==> src/rtl/fp_div_pkg.sv <==
// Shared floating-point defines: special encodings, rounding codes, bias and rounding-increment helper.
package fp_div_pkg;

    localparam logic [31:0] FP_INFP  = 32'h7F80_0000;
    localparam logic [31:0] FP_INFN  = 32'hFF80_0000;
    localparam logic [31:0] FP_ZEROP = 32'h0000_0000;
    localparam logic [31:0] FP_ZERON = 32'h8000_0000;
    localparam logic [31:0] FP_NANQ  = 32'h7FC0_0000;
    localparam logic [31:0] FP_NANS  = 32'h7FA0_0000;

    localparam logic [2:0] RNe = 3'd0;
    localparam logic [2:0] RZ  = 3'd1;
    localparam logic [2:0] RU  = 3'd2;
    localparam logic [2:0] RD  = 3'd3;
    localparam logic [2:0] RNa = 3'd4;

    localparam int unsigned FP_BIAS = 127;

    // Round-up decision shared by the fp multiplier and divider.
    function automatic logic round_inc(input logic [2:0] rm, input logic sgn,
                                       input logic lsb, input logic g, input logic s);
        logic inc;
        inc = 1'b0;
        case (rm)
            RNe:     inc = g & (s | lsb);
            RNa:     inc = g;
            RZ:      inc = 1'b0;
            RU:      inc = ~sgn & (g | s);
            RD:      inc = sgn & (g | s);
            default: inc = 1'b0;
        endcase
        return inc;
    endfunction

endpackage

==> src/rtl/fp_div_divxbit.sv <==
// divxbit: restoring mantissa divider, one quotient bit per enabled cycle (counterpart of mulxbit).
module divxbit #(
    parameter int unsigned MW = 24,
    parameter int unsigned QW = 26,
    parameter int unsigned CW = $clog2(QW)
) (
    input  logic          clk,
    input  logic          rst,
    input  logic          load,
    input  logic          en,
    input  logic [MW-1:0] a,
    input  logic [MW-1:0] b,
    output logic [QW-1:0] q,
    output logic          rem_nz_c,
    output logic          last_c
);

    logic [MW:0]   rem;
    logic [MW-1:0] dvs;
    logic [CW-1:0] cnt;
    logic          ge;
    logic [MW:0]   rem_sub;

    // Remainder stays below 2*divisor, so MW+1 bits hold it across the shift.
    assign ge       = rem >= {1'b0, dvs};
    assign rem_sub  = ge ? (rem - {1'b0, dvs}) : rem;
    assign rem_nz_c = |rem;
    assign last_c   = cnt == CW'(QW - 1);

    always_ff @(posedge clk or negedge rst) begin
        if (!rst) begin
            rem <= '0;
            dvs <= '0;
            q   <= '0;
            cnt <= '0;
        end else if (load) begin
            rem <= {1'b0, a};
            dvs <= b;
            q   <= '0;
            cnt <= '0;
        end else if (en) begin
            rem <= {rem_sub[MW-1:0], 1'b0};
            q   <= {q[QW-2:0], ge};
            cnt <= cnt + CW'(1);
        end
    end

endmodule

==> src/rtl/fp_div.sv <==
// fp_div: iterative IEEE single-style divider with five rounding modes and flush-to-zero.
// Optional dz flag output enabled by defining FP_DIV_DZ_FLAG_EN.
module fp_div
    import fp_div_pkg::*;
#(
    parameter int unsigned W = 32,
    parameter int unsigned M = 22,
    parameter int unsigned E = 30
) (
    input  logic         clk,
    input  logic         rst,
    input  logic         act,
    input  logic [W-1:0] in1,
    input  logic [W-1:0] in2,
    input  logic [2:0]   round_m,
    output logic [W-1:0] out,
    output logic         ov,
    output logic         un,
    output logic         inv,
    output logic         inexact,
`ifdef FP_DIV_DZ_FLAG_EN
    output logic         dz,
`endif
    output logic         done,
    output logic         busy
);

    localparam int unsigned FW   = M + 1;
    localparam int unsigned EW   = E - M;
    localparam int unsigned MW   = M + 2;
    localparam int unsigned QW   = M + 4;
    localparam int unsigned XW   = EW + 2;
    localparam int unsigned EMAX = (1 << EW) - 2;

    localparam logic [1:0] IDLE  = 2'd0;
    localparam logic [1:0] DIV   = 2'd1;
    localparam logic [1:0] ROUND = 2'd2;
    localparam logic [1:0] FIN   = 2'd3;

    logic [1:0]    state, state_nxt;
    logic          load_c, iter_c, last_c, rem_nz_c;
    logic [QW-1:0] quo;

    logic [EW-1:0] e1, e2;
    logic [FW-1:0] f1, f2;
    logic          nan1, nan2, inf1, inf2, zero1, zero2, sgn_c;
    logic          spc_c, spc_ov, spc_inv, spc_dz;
    logic [W-1:0]  spc_out;

    logic          sgn;
    logic [2:0]    rm;
    logic [XW-1:0] exp0;

    logic [MW-1:0] mant;
    logic [MW:0]   mant_r;
    logic [FW-1:0] frac;
    logic [XW-1:0] ex;
    logic          g, s, inc;
    logic [W-1:0]  rnd_out;
    logic          rnd_ov, rnd_un, rnd_inx;

    logic [W-1:0]  res_out;
    logic          res_ov, res_un, res_inv, res_inx, res_dz;

    assign e1    = in1[E:M+1];
    assign e2    = in2[E:M+1];
    assign f1    = in1[M:0];
    assign f2    = in2[M:0];
    assign sgn_c = in1[W-1] ^ in2[W-1];
    assign nan1  = (&e1) & (|f1);
    assign nan2  = (&e2) & (|f2);
    assign inf1  = (&e1) & ~(|f1);
    assign inf2  = (&e2) & ~(|f2);
    // Exponent zero covers subnormals, which are flushed to signed zero.
    assign zero1 = ~(|e1);
    assign zero2 = ~(|e2);

    divxbit #(.MW(MW), .QW(QW)) u_divxbit (
        .clk      (clk),
        .rst      (rst),
        .load     (load_c),
        .en       (iter_c),
        .a        ({1'b1, f1}),
        .b        ({1'b1, f2}),
        .q        (quo),
        .rem_nz_c (rem_nz_c),
        .last_c   (last_c)
    );

    // Special-operand resolution in priority order.
    always_comb begin
        spc_c   = 1'b1;
        spc_out = '0;
        spc_ov  = 1'b0;
        spc_inv = 1'b0;
        spc_dz  = 1'b0;
        if (nan1 || nan2 || (zero1 && zero2) || (inf1 && inf2)) begin
            spc_out = W'(FP_NANQ);
            spc_inv = 1'b1;
        end else if (inf1) begin
            spc_out = sgn_c ? W'(FP_INFN) : W'(FP_INFP);
        end else if (inf2 || zero1) begin
            spc_out = sgn_c ? W'(FP_ZERON) : W'(FP_ZEROP);
        end else if (zero2) begin
            spc_out = sgn_c ? W'(FP_INFN) : W'(FP_INFP);
`ifdef FP_DIV_DZ_FLAG_EN
            spc_dz  = 1'b1;
`else
            spc_ov  = 1'b1;
`endif
        end else begin
            spc_c = 1'b0;
        end
    end

    // Normalize, round and range-check the finished quotient.
    always_comb begin
        if (quo[QW-1]) begin
            mant = quo[QW-1:2];
            g    = quo[1];
            s    = quo[0] | rem_nz_c;
            ex   = exp0;
        end else begin
            mant = quo[QW-2:1];
            g    = quo[0];
            s    = rem_nz_c;
            ex   = exp0 - XW'(1);
        end
        inc     = round_inc(rm, sgn, mant[0], g, s);
        mant_r  = {1'b0, mant} + {{MW{1'b0}}, inc};
        frac    = mant_r[MW] ? '0 : mant_r[FW-1:0];
        if (mant_r[MW]) ex = ex + XW'(1);
        rnd_ov  = 1'b0;
        rnd_un  = 1'b0;
        rnd_inx = g | s;
        rnd_out = {sgn, ex[EW-1:0], frac};
        if (!ex[XW-1] && ex > XW'(EMAX)) begin
            rnd_out = sgn ? W'(FP_INFN) : W'(FP_INFP);
            rnd_ov  = 1'b1;
            rnd_inx = 1'b1;
        end else if (ex[XW-1] || ex == '0) begin
            rnd_out = sgn ? W'(FP_ZERON) : W'(FP_ZEROP);
            rnd_un  = 1'b1;
            rnd_inx = 1'b1;
        end
    end

    always_ff @(posedge clk or negedge rst) begin
        if (!rst) state <= IDLE;
        else      state <= state_nxt;
    end

    always_comb begin
        state_nxt = state;
        load_c    = 1'b0;
        iter_c    = 1'b0;
        case (state)
            IDLE: begin
                if (act) begin
                    if (spc_c) begin
                        state_nxt = FIN;
                    end else begin
                        state_nxt = DIV;
                        load_c    = 1'b1;
                    end
                end
            end
            DIV: begin
                iter_c = 1'b1;
                if (last_c) state_nxt = ROUND;
            end
            ROUND:   state_nxt = FIN;
            FIN:     state_nxt = IDLE;
            default: state_nxt = IDLE;
        endcase
    end

    // Result staging: specials captured at accept, normals at ROUND, published in FIN.
    always_ff @(posedge clk or negedge rst) begin
        if (!rst) begin
            sgn     <= 1'b0;
            rm      <= RNe;
            exp0    <= '0;
            res_out <= '0;
            res_ov  <= 1'b0;
            res_un  <= 1'b0;
            res_inv <= 1'b0;
            res_inx <= 1'b0;
            res_dz  <= 1'b0;
            out     <= '0;
            ov      <= 1'b0;
            un      <= 1'b0;
            inv     <= 1'b0;
            inexact <= 1'b0;
`ifdef FP_DIV_DZ_FLAG_EN
            dz      <= 1'b0;
`endif
            done    <= 1'b0;
            busy    <= 1'b0;
        end else begin
            done <= 1'b0;
            busy <= (state_nxt == DIV) || (state_nxt == ROUND);
            if (state == IDLE && act) begin
                sgn     <= sgn_c;
                rm      <= round_m;
                exp0    <= XW'(e1) - XW'(e2) + XW'(FP_BIAS);
                res_out <= spc_out;
                res_ov  <= spc_ov;
                res_un  <= 1'b0;
                res_inv <= spc_inv;
                res_inx <= 1'b0;
                res_dz  <= spc_dz;
            end
            if (state == ROUND) begin
                res_out <= rnd_out;
                res_ov  <= rnd_ov;
                res_un  <= rnd_un;
                res_inv <= 1'b0;
                res_inx <= rnd_inx;
                res_dz  <= 1'b0;
            end
            if (state == FIN) begin
                out     <= res_out;
                ov      <= res_ov;
                un      <= res_un;
                inv     <= res_inv;
                inexact <= res_inx;
`ifdef FP_DIV_DZ_FLAG_EN
                dz      <= res_dz;
`endif
                done    <= 1'b1;
            end
        end
    end

`ifndef FP_DIV_DZ_FLAG_EN
    logic unused_dz;
    assign unused_dz = res_dz;
`endif

endmodule
==> config.mk <==
export PLATFORM = sky130hd
export DESIGN_NAME = fp_div
export DESIGN_NICKNAME = d
export VERILOG_FILES = /design/src/rtl/fp_div_pkg.sv /design/src/rtl/fp_div_divxbit.sv /design/src/rtl/fp_div.sv
export SDC_FILE = /design/constraint.sdc
export NUM_CORES = 1
export LEC_CHECK = 0
export ABC_CLOCK_PERIOD_IN_PS = 9160
export BUFFER_PORTS_ARGS = -buffer_cell sky130_fd_sc_hd__buf_2
export CAP_MARGIN = 20
export CELL_PAD_IN_SITES_DETAIL_PLACEMENT = 2
export CELL_PAD_IN_SITES_GLOBAL_PLACEMENT = 2
export CORE_ASPECT_RATIO = 1.75
export CORE_MARGIN = 1
export CORE_UTILIZATION = 25
export DETAILED_ROUTE_END_ITERATION = 10
export PLACE_DENSITY = 0.69
export SYNTH_ARGS = -nofsm -noshare
export SYNTH_HDL_FRONTEND = slang
export SYNTH_SLANG_ARGS = --single-unit
==> constraint.sdc <==
create_clock -name clk -period 9.16 [get_ports clk]
set_input_delay 0.916 -clock clk [delete_from_list [all_inputs] [get_ports clk]]
set_output_delay 0.916 -clock clk [all_outputs]
set_load 0.01 [all_outputs]
==> run metrics <==
status=finished clean; Pre-antenna DRT Iters=8; number of global-route vias before repair=10350; antenna-violating nets left=0; setup_tns=0 ns; WP data required=9.46 ns; Peak Freq=216 MHz; Ys Warns=0; Crit Path Category=reg -> reg; 1st-iter DRT viols=291; Hold WC Path Type=in -> async; Vias=9180; Post-Synthesis Cells=1173; CTS HTree Levels=4; synthesis-to-finish area growth=15.5%; fin crit period=4.64 ns; hpwl dp=27100 um; TritonCTS clock tree=built; Psw=2.19 mW; DRC=0; Primary FF master, synth=dfrtp_1; GRT Util Overall=17.6%; hold_buf cts=0; CP max FO=8; Max IR drop VDD=0.131 mV; P_leak=5.27 nW; # IOs=108; slowest CP cell=nor3b_2; Vert. Die Dim=273 um; Die ar.=0.0429 mm2; Clk pwr share=15.8%; most frequent CP cell=ha_1; RSZ-0062 raised after global routing=no; largest net degree at the start of global routing=88; Critical Path Sink Type=flop; CP Buf/Inv Count=0; Final #Nets=1357; clk_lat worst skew=0.46 ns; post-synthesis async set-or-reset flop share=100%; setup bufs post-CTS=0; Crit path arrival time=4.94 ns; crit path launch type=flop; CTS root buffer=clkbuf_16; clk sinks=170; first-pass GRT wire length=57900 um; Post-DP Area=0.0116 mm2; GR Overflow Total=0; mapped cell area=0.0105 mm2; count of buffers from port buffering=107; TritonCTS Buffers=17; Core ar.=0.0415 mm2; final worst-path cycle share=50.6%; Longest Clk Path Bufs=2; share of cells above drive strength 1=17.2%; Final setup viols=0; Crit path max-delay family=simple AND/OR/NAND/NOR gates; combinational power share=54.8%; Tightest Pin Transition=0.906 ns; Die X=157 um; WL/cell=19.6 um; n_diodes=0; Final GP Congestion=0.864; Starting Density=25.3%; post-synthesis sequential area ratio=40.5%; Finished Cell Area=0.0121 mm2; Fin. Hold Viols=0; WL final=35600 um; max-cap viol count=0; Pins Over Slew Limit=0; Syn Nets=1284; Post-synth EDFFs=0; num rows=99; Internal Dissipation=2.39 mW; post-CTS resize count=0; initial antenna violation count=0; register share of total power=29.4%; Reg clk slew, reported paths=0.07 ns; register bit total from synthesis=170; crit path cell chain=xor2_1 -> nor3b_1 -> o21ai_0 -> a21oi_1 -> ha_1 -> ha_1 -> nand4_1 -> nor3b_2 -> nand3_2 -> or2_1 -> o31a_1 -> or3_1 -> and2_1 -> o31ai_1 -> o22ai_1; PD cells=378 mW/mm2; vias per inst=5.06; Netlist cell types=78; Critical Path Max Stage Delay=0.51 ns; Sw Share=47.8%; relative slew slack=39.6%; syn_area_per_cell=8.95 um2; Max Clock Skew=0.0133 ns
-- layout make-up --
type	count	area [um2]
clock inverter	14	139
clock buffer	18	429
sequential	170	4260
multi-input combinational	885	5770
tap	555	694
fill	4724	29400
timing repair buffer	121	647
inverter	51	191
-- worst reg2reg max path: stages, from the launching register on --
cell     delay, ns
dfrtp_1       0.42
xor2_1        0.18
nor3b_1       0.37
o21ai_0       0.22
a21oi_1       0.21
ha_1          0.24
ha_1          0.25
nand4_1       0.20
nor3b_2       0.51
nand3_2       0.27
or2_1         0.33
o31a_1        0.34
or3_1         0.37
and2_1        0.21
o31ai_1       0.18
o22ai_1       0.18
-- kinds of logic after synthesis --
family / after synthesis / synth area share [%]
and+or+nand+nor: 415 / 19.0
xor gates and xnor gates: 78 / 6.76
AOI/OAI and AO/OA: 290 / 17.8
adders and majority gates: 41 / 5.03
DFF: 170 / 40.5
buffers and inverters: 118 / 4.63
muxes: 61 / 6.30
-- cells in the final DEF (no fill, tap or decap), types with 14 or more instances in the layout --
cell type / instances
ha_1: 39
xor2_1: 35
mux2_2: 41
a22o_1: 21
buf_2: 106
nor4_1: 28
clkbuf_16: 17
xnor2_1: 41
dfrtp_1: 169
nand3_1: 24
inv_1: 50
nor2_1: 65
mux2i_1: 20
buf_4: 14
nand4_1: 22
o21ai_0: 110
nand2_1: 194
a21oi_1: 43
-- power by group through the flow --
stage	Combinational, mW	Sequential, mW	Clock [mW]
after detailed placement	2.52	1.37	0
after global routing	2.81	1.39	0.773
final	2.51	1.35	0.725
after global placement	2.43	1.35	0
after floorplan	1.87	1.22	0
after CTS	2.55	1.35	0.756
-- sequential cells by signal, indices dropped and copies added (netlist names) --
register / flops
busy: 1
done: 1
exp0: 10
inexact: 1
inv: 1
out: 32
ov: 1
res_inv: 1
res_inx: 1
res_out: 32
res_ov: 1
res_un: 1
rm: 3
sgn: 1
state: 2
u_divxbit.cnt: 5
u_divxbit.dvs: 24
u_divxbit.q: 26
u_divxbit.rem: 25
un: 1
-- per-stage QoR --
stage	utilization (%)	worst slack (ns)	total power [mW]	hold slack [ns]	instances
floorplan	-	4.55	3.08	0.440	1173
finish	29.2	4.52	4.58	0.411	1814
global route	29.2	4.19	4.97	0.442	1814
global placement	27.9	4.54	3.78	0.454	1782
CTS	29.2	4.56	4.66	0.425	1814
detailed placement	27.9	4.40	3.88	0.469	1782
-- routing by layer --
layer / wire, um / vias up / GRT usage, %
li1: - / 4303 / -
met1: 13200 / 4660 / 17.8
met2: 20200 / 158 / 34.5
met3: 824 / 59 / 2.24
met4: 1470 / 0 / 8.90
met5: 0 / - / 0
-- path summary, 6_finish.rpt --
check / start / end / slack [ns] / depth (start not counted)
min reg2reg: res_inv / res_inv / 0.49 / 2
max in group asynchronous: rst / u_divxbit.q[25] / 7.45 / 2
max: rm[0] / res_out[29] / 4.52 / 15
max reg2reg: rm[0] / res_out[29] / 4.52 / 15
min in group clk: res_inv / res_inv / 0.49 / 2
min: rst / out[30] / 0.41 / 1
-- Yosys cell counts, types with 3 or more instances --
library cell	n	area share (%)
or2_2	7	0.42
a21oi_1	43	2.0
and3_1	5	0.30
nand2_1	194	6.9
nor3_1	13	0.62
nand3_1	24	1.1
buf_6	4	0.43
o21ai_0	110	5.2
nand4_1	22	1.3
clkbuf_1	54	1.9
a221o_1	5	0.48
xnor2_1	41	3.4
o21a_1	6	0.43
buf_2	5	0.24
mux2_2	41	4.4
mux2i_1	20	1.9
nor2b_1	14	0.83
or3_1	3	0.18
a222oi_1	4	0.38
and2_1	11	0.66
a21o_1	13	0.93
or4_1	3	0.21
a22oi_1	13	0.93
inv_1	50	1.8
a21boi_0	3	0.21
a22o_1	21	1.8
a2111oi_0	3	0.25
nand2b_1	7	0.42
a31oi_1	7	0.42
o31ai_1	7	0.50
xor2_1	35	2.9
o21bai_1	3	0.21
nor4_1	29	1.7
a211oi_1	10	0.71
o22ai_1	12	0.71
ha_1	39	4.6
o211ai_1	6	0.43
dfrtp_1	170	41
nor2_1	65	2.3
No activity file was read; power rests on OpenSTA's default activity.
